[config.mk]
export PLATFORM = sky130hd
export DESIGN_NAME = token_lexer
export DESIGN_NICKNAME = d
export VERILOG_FILES = /design/src/rtl/token_lexer.sv
export SDC_FILE = /design/constraint.sdc
export NUM_CORES = 1
export LEC_CHECK = 0
export BUFFER_PORTS_ARGS = -buffer_cell sky130_fd_sc_hd__buf_2
export CORE_MARGIN = 2
export CORE_UTILIZATION = 61
export CTS_CLUSTER_SIZE = 25
export DETAILED_ROUTE_END_ITERATION = 8
export MAX_ROUTING_LAYER = met4
export PLACE_DENSITY = 0.88
export RECOVER_POWER = 25
export SLEW_MARGIN = 20
export SYNTH_ARGS = -nofsm -noshare
export SYNTH_HDL_FRONTEND = slang
export SYNTH_SLANG_ARGS = --single-unit
[constraint.sdc]
create_clock -name clk -period 6.52 [get_ports clk]
set_input_delay 1.304 -clock clk [delete_from_list [all_inputs] [get_ports clk]]
set_output_delay 1.304 -clock clk [all_outputs]
set_load 0.05 [all_outputs]
[src/rtl/token_lexer.sv]
// token_lexer: streaming C-subset lexer producing ident/num/reserved/eof tokens.
// Define LEXER_COMMENT_EN to enable // line comments.
module token_lexer #(
    parameter int ID_MAX_CHARS = 8
) (
    input  logic                      clk,
    input  logic                      rst_n,
    input  logic                      in_valid,
    output logic                      in_ready,
    input  logic [7:0]                in_data,
    output logic                      tok_valid,
    input  logic                      tok_ready,
    output logic [1:0]                tok_kind,
    output logic [4:0]                tok_op,
    output logic [31:0]               tok_num,
    output logic [8*ID_MAX_CHARS-1:0] tok_text,
    output logic [3:0]                tok_len,
    output logic                      err
);
    localparam logic [3:0] MAXL = 4'(ID_MAX_CHARS);

    typedef enum logic [2:0] {
        IDLE, IDENT, NUM, OP1,
`ifdef LEXER_COMMENT_EN
        COMMENT,
`endif
        EMIT
    } state_t;

    state_t      state;
    logic [7:0]  op_ch;
    logic [47:0] kw;
    logic        ovf;
    logic [7:0]  c;
    logic        is_alpha, is_digit, is_id, is_ws, is_op1;
    logic [5:0]  kw_hit, sop;

    function automatic logic [5:0] kw_code(input logic [47:0] k, input logic [3:0] n);
        kw_code = (n == 4'd6 && k == 48'("return")) ? {1'b1, 5'd20} :
                  (n == 4'd2 && k == 48'("if"))     ? {1'b1, 5'd21} :
                  (n == 4'd4 && k == 48'("else"))   ? {1'b1, 5'd22} :
                  (n == 4'd3 && k == 48'("for"))    ? {1'b1, 5'd23} :
                  (n == 4'd5 && k == 48'("while"))  ? {1'b1, 5'd24} :
                  (n == 4'd3 && k == 48'("int"))    ? {1'b1, 5'd25} :
                  (n == 4'd6 && k == 48'("sizeof")) ? {1'b1, 5'd26} : 6'd0;
    endfunction

    function automatic logic [5:0] single_op(input logic [7:0] ch);
        case (ch)
            "+":     single_op = {1'b1, 5'd0};
            "-":     single_op = {1'b1, 5'd1};
            "*":     single_op = {1'b1, 5'd2};
`ifndef LEXER_COMMENT_EN
            "/":     single_op = {1'b1, 5'd3};
`endif
            "(":     single_op = {1'b1, 5'd4};
            ")":     single_op = {1'b1, 5'd5};
            ";":     single_op = {1'b1, 5'd13};
            "{":     single_op = {1'b1, 5'd14};
            "}":     single_op = {1'b1, 5'd15};
            ",":     single_op = {1'b1, 5'd16};
            "&":     single_op = {1'b1, 5'd17};
            "[":     single_op = {1'b1, 5'd18};
            "]":     single_op = {1'b1, 5'd19};
            default: single_op = 6'd0;
        endcase
    endfunction

    assign c        = in_data;
    assign is_alpha = (c >= "a" && c <= "z") || (c >= "A" && c <= "Z") || c == "_";
    assign is_digit = c >= "0" && c <= "9";
    assign is_id    = is_alpha || is_digit;
    assign is_ws    = c == 8'h20 || c == 8'h09 || c == 8'h0d || c == 8'h0a;
`ifdef LEXER_COMMENT_EN
    assign is_op1   = c == "<" || c == ">" || c == "=" || c == "!" || c == "/";
`else
    assign is_op1   = c == "<" || c == ">" || c == "=" || c == "!";
`endif
    assign kw_hit   = kw_code(kw, tok_len);
    assign sop      = single_op(c);

    // Terminating characters are left unconsumed, so in_ready reflects the current char.
    assign in_ready = rst_n & ((state == IDLE) | (state == IDENT & is_id) | (state == NUM & is_digit)
                    | (state == OP1 & (op_ch == "/" ? c == "/" : c == "="))
`ifdef LEXER_COMMENT_EN
                    | (state == COMMENT)
`endif
                    );

    task automatic emit(input logic [1:0] k, input logic [4:0] op);
        state     <= EMIT;
        tok_valid <= 1'b1;
        tok_kind  <= k;
        tok_op    <= op;
    endtask

    task automatic append();
        if (tok_len < MAXL) begin
            tok_text[8*tok_len +: 8] <= c;
            tok_len <= tok_len + 4'd1;
            kw      <= {kw[39:0], c};
        end else if (!ovf) begin
            err <= 1'b1;
            ovf <= 1'b1;
        end
    endtask

    always_ff @(posedge clk) begin
        if (!rst_n) begin
            state     <= IDLE;
            tok_valid <= 1'b0;
            err       <= 1'b0;
            tok_kind  <= '0;
            tok_op    <= '0;
            tok_num   <= '0;
            tok_text  <= '0;
            tok_len   <= '0;
            op_ch     <= '0;
            kw        <= '0;
            ovf       <= 1'b0;
        end else begin
            err <= 1'b0;
            case (state)
                IDLE: if (in_valid) begin
                    if (is_alpha) begin
                        state <= IDENT;
                        append();
                    end else if (is_digit) begin
                        state   <= NUM;
                        tok_num <= {28'd0, c[3:0]};
                    end else if (c == 8'h00) emit(2'd3, 5'd0);
                    else if (is_op1) begin
                        state <= OP1;
                        op_ch <= c;
                    end else if (sop[5]) emit(2'd0, sop[4:0]);
                    else if (!is_ws) err <= 1'b1;
                end
                IDENT: if (in_valid) begin
                    if (is_id) append();
                    else emit(kw_hit[5] ? 2'd0 : 2'd1, kw_hit[4:0]);
                end
                NUM: if (in_valid) begin
                    if (is_digit) tok_num <= tok_num * 32'd10 + {28'd0, c[3:0]};
                    else emit(2'd2, 5'd0);
                end
                OP1: if (in_valid) begin
`ifdef LEXER_COMMENT_EN
                    if (op_ch == "/") begin
                        if (c == "/") state <= COMMENT;
                        else emit(2'd0, 5'd3);
                    end else
`endif
                    if (c == "=") emit(2'd0, op_ch == "<" ? 5'd7 : op_ch == ">" ? 5'd9 : op_ch == "=" ? 5'd11 : 5'd12);
                    else if (op_ch == "!") begin
                        err   <= 1'b1;
                        state <= IDLE;
                    end else emit(2'd0, op_ch == "<" ? 5'd6 : op_ch == ">" ? 5'd8 : 5'd10);
                end
`ifdef LEXER_COMMENT_EN
                COMMENT: if (in_valid) begin
                    if (c == 8'h0a) state <= IDLE;
                    else if (c == 8'h00) emit(2'd3, 5'd0);
                end
`endif
                EMIT: if (tok_ready) begin
                    state     <= IDLE;
                    tok_valid <= 1'b0;
                    tok_text  <= '0;
                    tok_len   <= '0;
                    tok_num   <= '0;
                    kw        <= '0;
                    ovf       <= 1'b0;
                end
                default: state <= IDLE;
            endcase
        end
    end
endmodule

=== Yosys cells after proc, flatten, opt, wreduce, memory -nomap -nowiden ===
Cells that the tools add are included.

* Equality and inequality tests: 60
* Add/subtract/negate cells: 3
* Order comparisons: 7
* Shifts and indexed selects: 2
* Bitwise operators: 10
* Multiply operators: 1
* Reduce and logical (&&, ||, !) cells: 31
* Muxes and demuxes: 123

{| class="wikitable"
|+ Operator list
! kind !! number
|-
| 64-bit 2-to-1 mux || 6
|-
| 48-bit 2-to-1 mux || 6
|-
| 32-bit 2-to-1 mux || 6
|-
| 64-bit case mux with 3 select lines || 1
|-
| 8-bit by 6-bit == test with 1-bit output (second input constant) || 19
|-
| 48-bit case mux with 3 select lines || 1
|-
| 48-bit by 23-bit == test with 1-bit output (second input constant) || 2
|-
| 48-bit by 47-bit == test with 1-bit output (second input constant) || 2
|-
| 32-bit case mux with 3 select lines || 1
|-
| 6-bit case mux with 13 select lines || 1
|-
| 5-bit 2-to-1 mux || 13
|-
| 64-bit bitwise mux || 1
|-
| 8-bit by 34-bit variable shift with 64-bit output (first input constant) || 1
|-
| 8-bit by 34-bit variable part select with 64-bit output || 1
|-
| 48-bit by 15-bit == test with 1-bit output (second input constant) || 1
|-
| 48-bit by 31-bit == test with 1-bit output (second input constant) || 1
|-
| 48-bit by 39-bit == test with 1-bit output (second input constant) || 1
|-
| 3-bit 2-to-1 mux || 16
|-
| 6-bit 2-to-1 mux || 7
|-
| 8-bit by 7-bit == test with 1-bit output (second input constant) || 5
|-
| 1-bit 2-to-1 mux || 35
|-
| 7-bit negator with 34-bit output || 1
|-
| 32-bit by 4-bit adder with 32-bit output || 1
|-
| 32-bit by 3-bit multiplier with 31-bit output (second input constant) || 1
|-
| 39 further kinds || 107
|}

* Logic and storage cells: 248
* Flip-flop bits (word level): 169
* Input bits: 12

=== Longest topological paths before layout ===
* Depth after elaboration: 13
* Gate-level depth with buffers: 14
* Gate-level depth less buffers: 12

=== Least setup slack after synthesis ===
OpenSTA, ideal clock, no wires.

* Kind: input to output
* Start point: in in_data[2]
* End point: out in_ready
* Stages: 8
* Path buffers: 2
* Setup slack: 2091 ps
* Data arrival time: 3125 ps
* Required time: 5216 ps
* Cell sequence: buf_2 and4b_1 nor3_1 or4b_1 clkbuf_1 nor2b_1 o21ai_1 o31a_1

* Cells in the longest elaborated chain, start to end: 10
* Elaborated cells between the ends (all ways): 23

{| class="wikitable"
|+ RTL lines
! item !! line !! RTL
|-
| start, declared || 10 || <nowiki>input logic [7:0] in_data,</nowiki>
|-
| 8-bit by 7-bit greater-or-equal comparator with 1-bit output or 8-bit by 7-bit less-or-equal comparator with 1-bit output (tied branches) || 70 || <nowiki>assign is_alpha = (c >= "a" && c <= "z") || (c >= "A" && c <= "Z") || c == "_";</nowiki>
|-
| 1-bit logical AND || 70 ||
|-
| 1-bit logical OR (2 in series) || 70 ||
|-
| 1-bit logical OR || 72 || <nowiki>assign is_id = is_alpha || is_digit;</nowiki>
|-
| 1-bit AND || 83 || <nowiki>assign in_ready = rst_n & ((state == IDLE) | (state == IDENT & is_id) | (state == NUM & is_digit)</nowiki>
|-
| 1-bit OR (2 in series) || 83 ||
|-
| 1-bit OR * || 84 || <nowiki>| (state == OP1 & (op_ch == "/" ? c == "/" : c == "="))</nowiki>
|-
| 1-bit AND * || 83 ||
|-
| end, declared || 9 || <nowiki>output logic in_ready,</nowiki>
|}

Mark *: on every way between the ends. The rest lies on a longest branch, timed or not.

=== Worst setup path in the final report ===
* Start point: in in_data[1]
* End point: out in_ready

The elaborated chain is that of the path after synthesis.

==> results.json <==
{
  "syn_nets": 1334,
  "r2r_start": "tok_num[1]",
  "fin_nets": 1400,
  "cts_resized": 0,
  "final_max_slew_viol_count": 0,
  "postSynthAreaPerCell_um2": 8.16,
  "crit_arrival_ns": 3.72,
  "grt_pass1_vias": 9343,
  "end_kind": "output port",
  "relSlewSlack_pct": 36.0,
  "ant_nets": 0,
  "ys_warn_count": 0,
  "wirelength_mm": 29.1,
  "viasPerCell": 6.48,
  "clock_latency_ns": 0.45,
  "drc": 0,
  "clockBufferDepth": 2,
  "cts_tree": "done",
  "skew_ns": 0.0116,
  "place.gp.congestion": 0.994,
  "fin_total_pwr_mw": 2.33,
  "fmax_mhz": 199,
  "syn-cell-area_um2": 10300,
  "crit_chain": "buf_2 -> and4b_1 -> nor3_1 -> or4b_1 -> nor2b_1 -> o21ai_1 -> o31a_1 -> buf_2",
  "synth-edff-count": 0,
  "cts.clk_slew.worst_paths_ns": 0.09,
  "placement_rows": 47,
  "critPathLaunch": "in_data[1]",
  "initial_utilization_pct": 62.1,
  "die_x_um": 134,
  "setup_viol": 0,
  "cts_max_level": 4,
  "tightest_slew_ns": 0.953,
  "post_drt_wl_per_cell_um": 18.7,
  "max_stage_delay_ns": 0.65,
  "die_area_um2": 17900,
  "antenna_found_initial": 1,
  "drtIter0Drc": 929,
  "cts_made_buffers": 17,
  "layout-area-overhead-vs-synth_pct": 11.5,
  "holdBufCountCts": 0,
  "drive_gt1_share_pct": 8.09,
  "status": "complete, no violations",
  "min_from": "tok_text[39]",
  "clock-root-buffer": "clkbuf_16",
  "power.density_nw_per_um2": 204,
  "vdd_drop_max_uv": 276,
  "finalSetupTns_ns": 0,
  "power.static_leakage_nw": 4.42,
  "yosysSeqAreaShare_pct": 33.0,
  "path_delay_family": "simple AND/OR/NAND/NOR gates",
  "cp.required_ns": 5.22,
  "grt.overflow.total": 0,
  "path_buf_inv": 2,
  "drt_first_pass_iters": 7,
  "ff2ff_setup_slack_ns": 2.12,
  "die_y_um": 134,
  "cts_setup_buffers": 0,
  "grt_use_total_pct": 33.4,
  "start_kind": "input port",
  "cts.sink_count": 169,
  "crit_fanout": 32,
  "io_buffers": 121,
  "finalCriticalPeriod_ns": 5.03,
  "syn_inst": 1256,
  "grt_max_degree": 74,
  "final_cell_mix": "dfxtp_1, nand2_1, nor2_1, nand3_1, clkbuf_1",
  "vias": 10100,
  "final_common_cell": "dfxtp_1",
  "crit_type": "input port to output port",
  "synthFlopType": "dfxtp_1",
  "synth.distinct_cells": 80,
  "async_flop_share_pct": 0,
  "core_um2": 16500,
  "io_pins": 122,
  "fin_crit_sh_pct": 77.1,
  "hp-class": "flip-flop to flip-flop",
  "rsz0062_at_grt": "false",
  "ys_ff_latch": 169,
  "worst_path_most_repeated_cell": "buf_2",
  "hold_viol": 0,
  "dpl.hpwl_mm": 20.1,
  "grt_first_pass_wirelength_mm": 47.4,
  "maxCapViolations": 0,
  "critPathSlowestCell": "or4b_1"
}
-- synth_stat cells (10+ instances only) --
cell | n | share of area (%)
a21boi_0 | 42 | 3.1
a21oi_1 | 57 | 2.8
a22o_1 | 17 | 1.5
a22oi_1 | 41 | 3.0
and2_1 | 21 | 1.3
and3_1 | 32 | 2.0
clkbuf_1 | 67 | 2.5
dfxtp_1 | 169 | 33
ha_1 | 64 | 7.8
inv_1 | 13 | 0.48
mux2i_1 | 20 | 2.0
nand2_1 | 136 | 5.0
nand2b_1 | 10 | 0.61
nand3_1 | 77 | 3.8
nand4_1 | 15 | 0.92
nor2_1 | 83 | 3.0
nor2b_1 | 58 | 3.5
nor3_1 | 40 | 2.0
nor4_1 | 19 | 1.2
nor4b_1 | 11 | 0.94
o21ai_0 | 38 | 1.9
o21ai_1 | 18 | 0.88
or3_1 | 12 | 0.73
xnor2_1 | 22 | 1.9
xor2_1 | 21 | 1.8
-- routing by layer --
layer	routed length, um	up-vias	GRT usage, %
li1	-	4742	-
met1	11900	4783	41.4
met2	14100	471	54.2
met3	2210	89	5.75
met4	930	0	13.7
met5	0	-	-
-- where the power goes --
group | switching (mW) | internal [mW]
Sequential | 0.0152 | 1.04
Combinational | 0.142 | 0.0553
Clock | 0.545 | 0.534
-- final timing paths --
kind,end,cells past startpoint
worst min-delay path,tok_text[39],2
worst min register to register,tok_text[39],2
worst max-delay path,in_ready,8
worst max register to register,tok_num[31],12
-- through the flow --
| stage | instance area, um^2 | setup WS (ns) | utilization, % | hold slack (ns) | cells |
|---|---|---|---|---|---|
| after floorplan | 10300 | 2.09 | - | 0.442 | 1256 |
| final | 11400 | 1.49 | 69.2 | 0.441 | 1556 |
| after global routing | 11400 | 1.36 | 69.2 | 0.449 | 1556 |
| after detailed placement | 10900 | 1.36 | 65.8 | 0.421 | 1523 |
| after CTS | 11500 | 1.53 | 69.7 | 0.437 | 1555 |
| after global placement | 10900 | 1.48 | 65.8 | 0.416 | 1523 |
-- area by class of cell --
class	instances	area (um^2)
Clock buffer	17	425
Timing Repair Buffer	128	572
Multi-Input combinational cell	993	6520
Clock inverter	15	206
Antenna cell	1	2.50
Sequential cell	169	3380
Inverter	13	48.8
Tap cell	220	275
Fill cell	1385	5100
-- flip-flops by register name, indices dropped and copies added (netlist names) --
register   count
ovf            1
state          3
tok_op         5
tok_text      64
op_ch          8
tok_kind       2
tok_len        4
tok_num       32
kw            48
tok_valid      1
err            1
-- logic make-up (layout without fill, tap and decap cells) --
| group | Yosys count | count (layout) | synth area share [%] |
|---|---|---|---|
| xor gates and xnor gates | 43 | 43 | 3.67 |
| buffers and inverters | 94 | 173 | 3.59 |
| adders and majority gates | 66 | 66 | 8.20 |
| and+or+nand+nor | 569 | 569 | 29.6 |
| muxes | 20 | 20 | 1.95 |
| other | 0 | 1 | 0 |
| DFF | 169 | 169 | 33.0 |
| AOI/OAI and AO/OA | 295 | 295 | 20.0 |
-- worst register-to-register path: cells and delay by family, from the launching register on --
kind | cells | cell delay, ns
adder cells (fa/ha/maj) | 3 | 0.96
XOR/XNOR | 1 | 0.21
flip-flops | 1 | 0.49
AO/OA/AOI/OAI | 2 | 0.64
AND/OR/NAND/NOR | 6 | 2.06
Note: power is estimated with default switching activity, not from simulation.
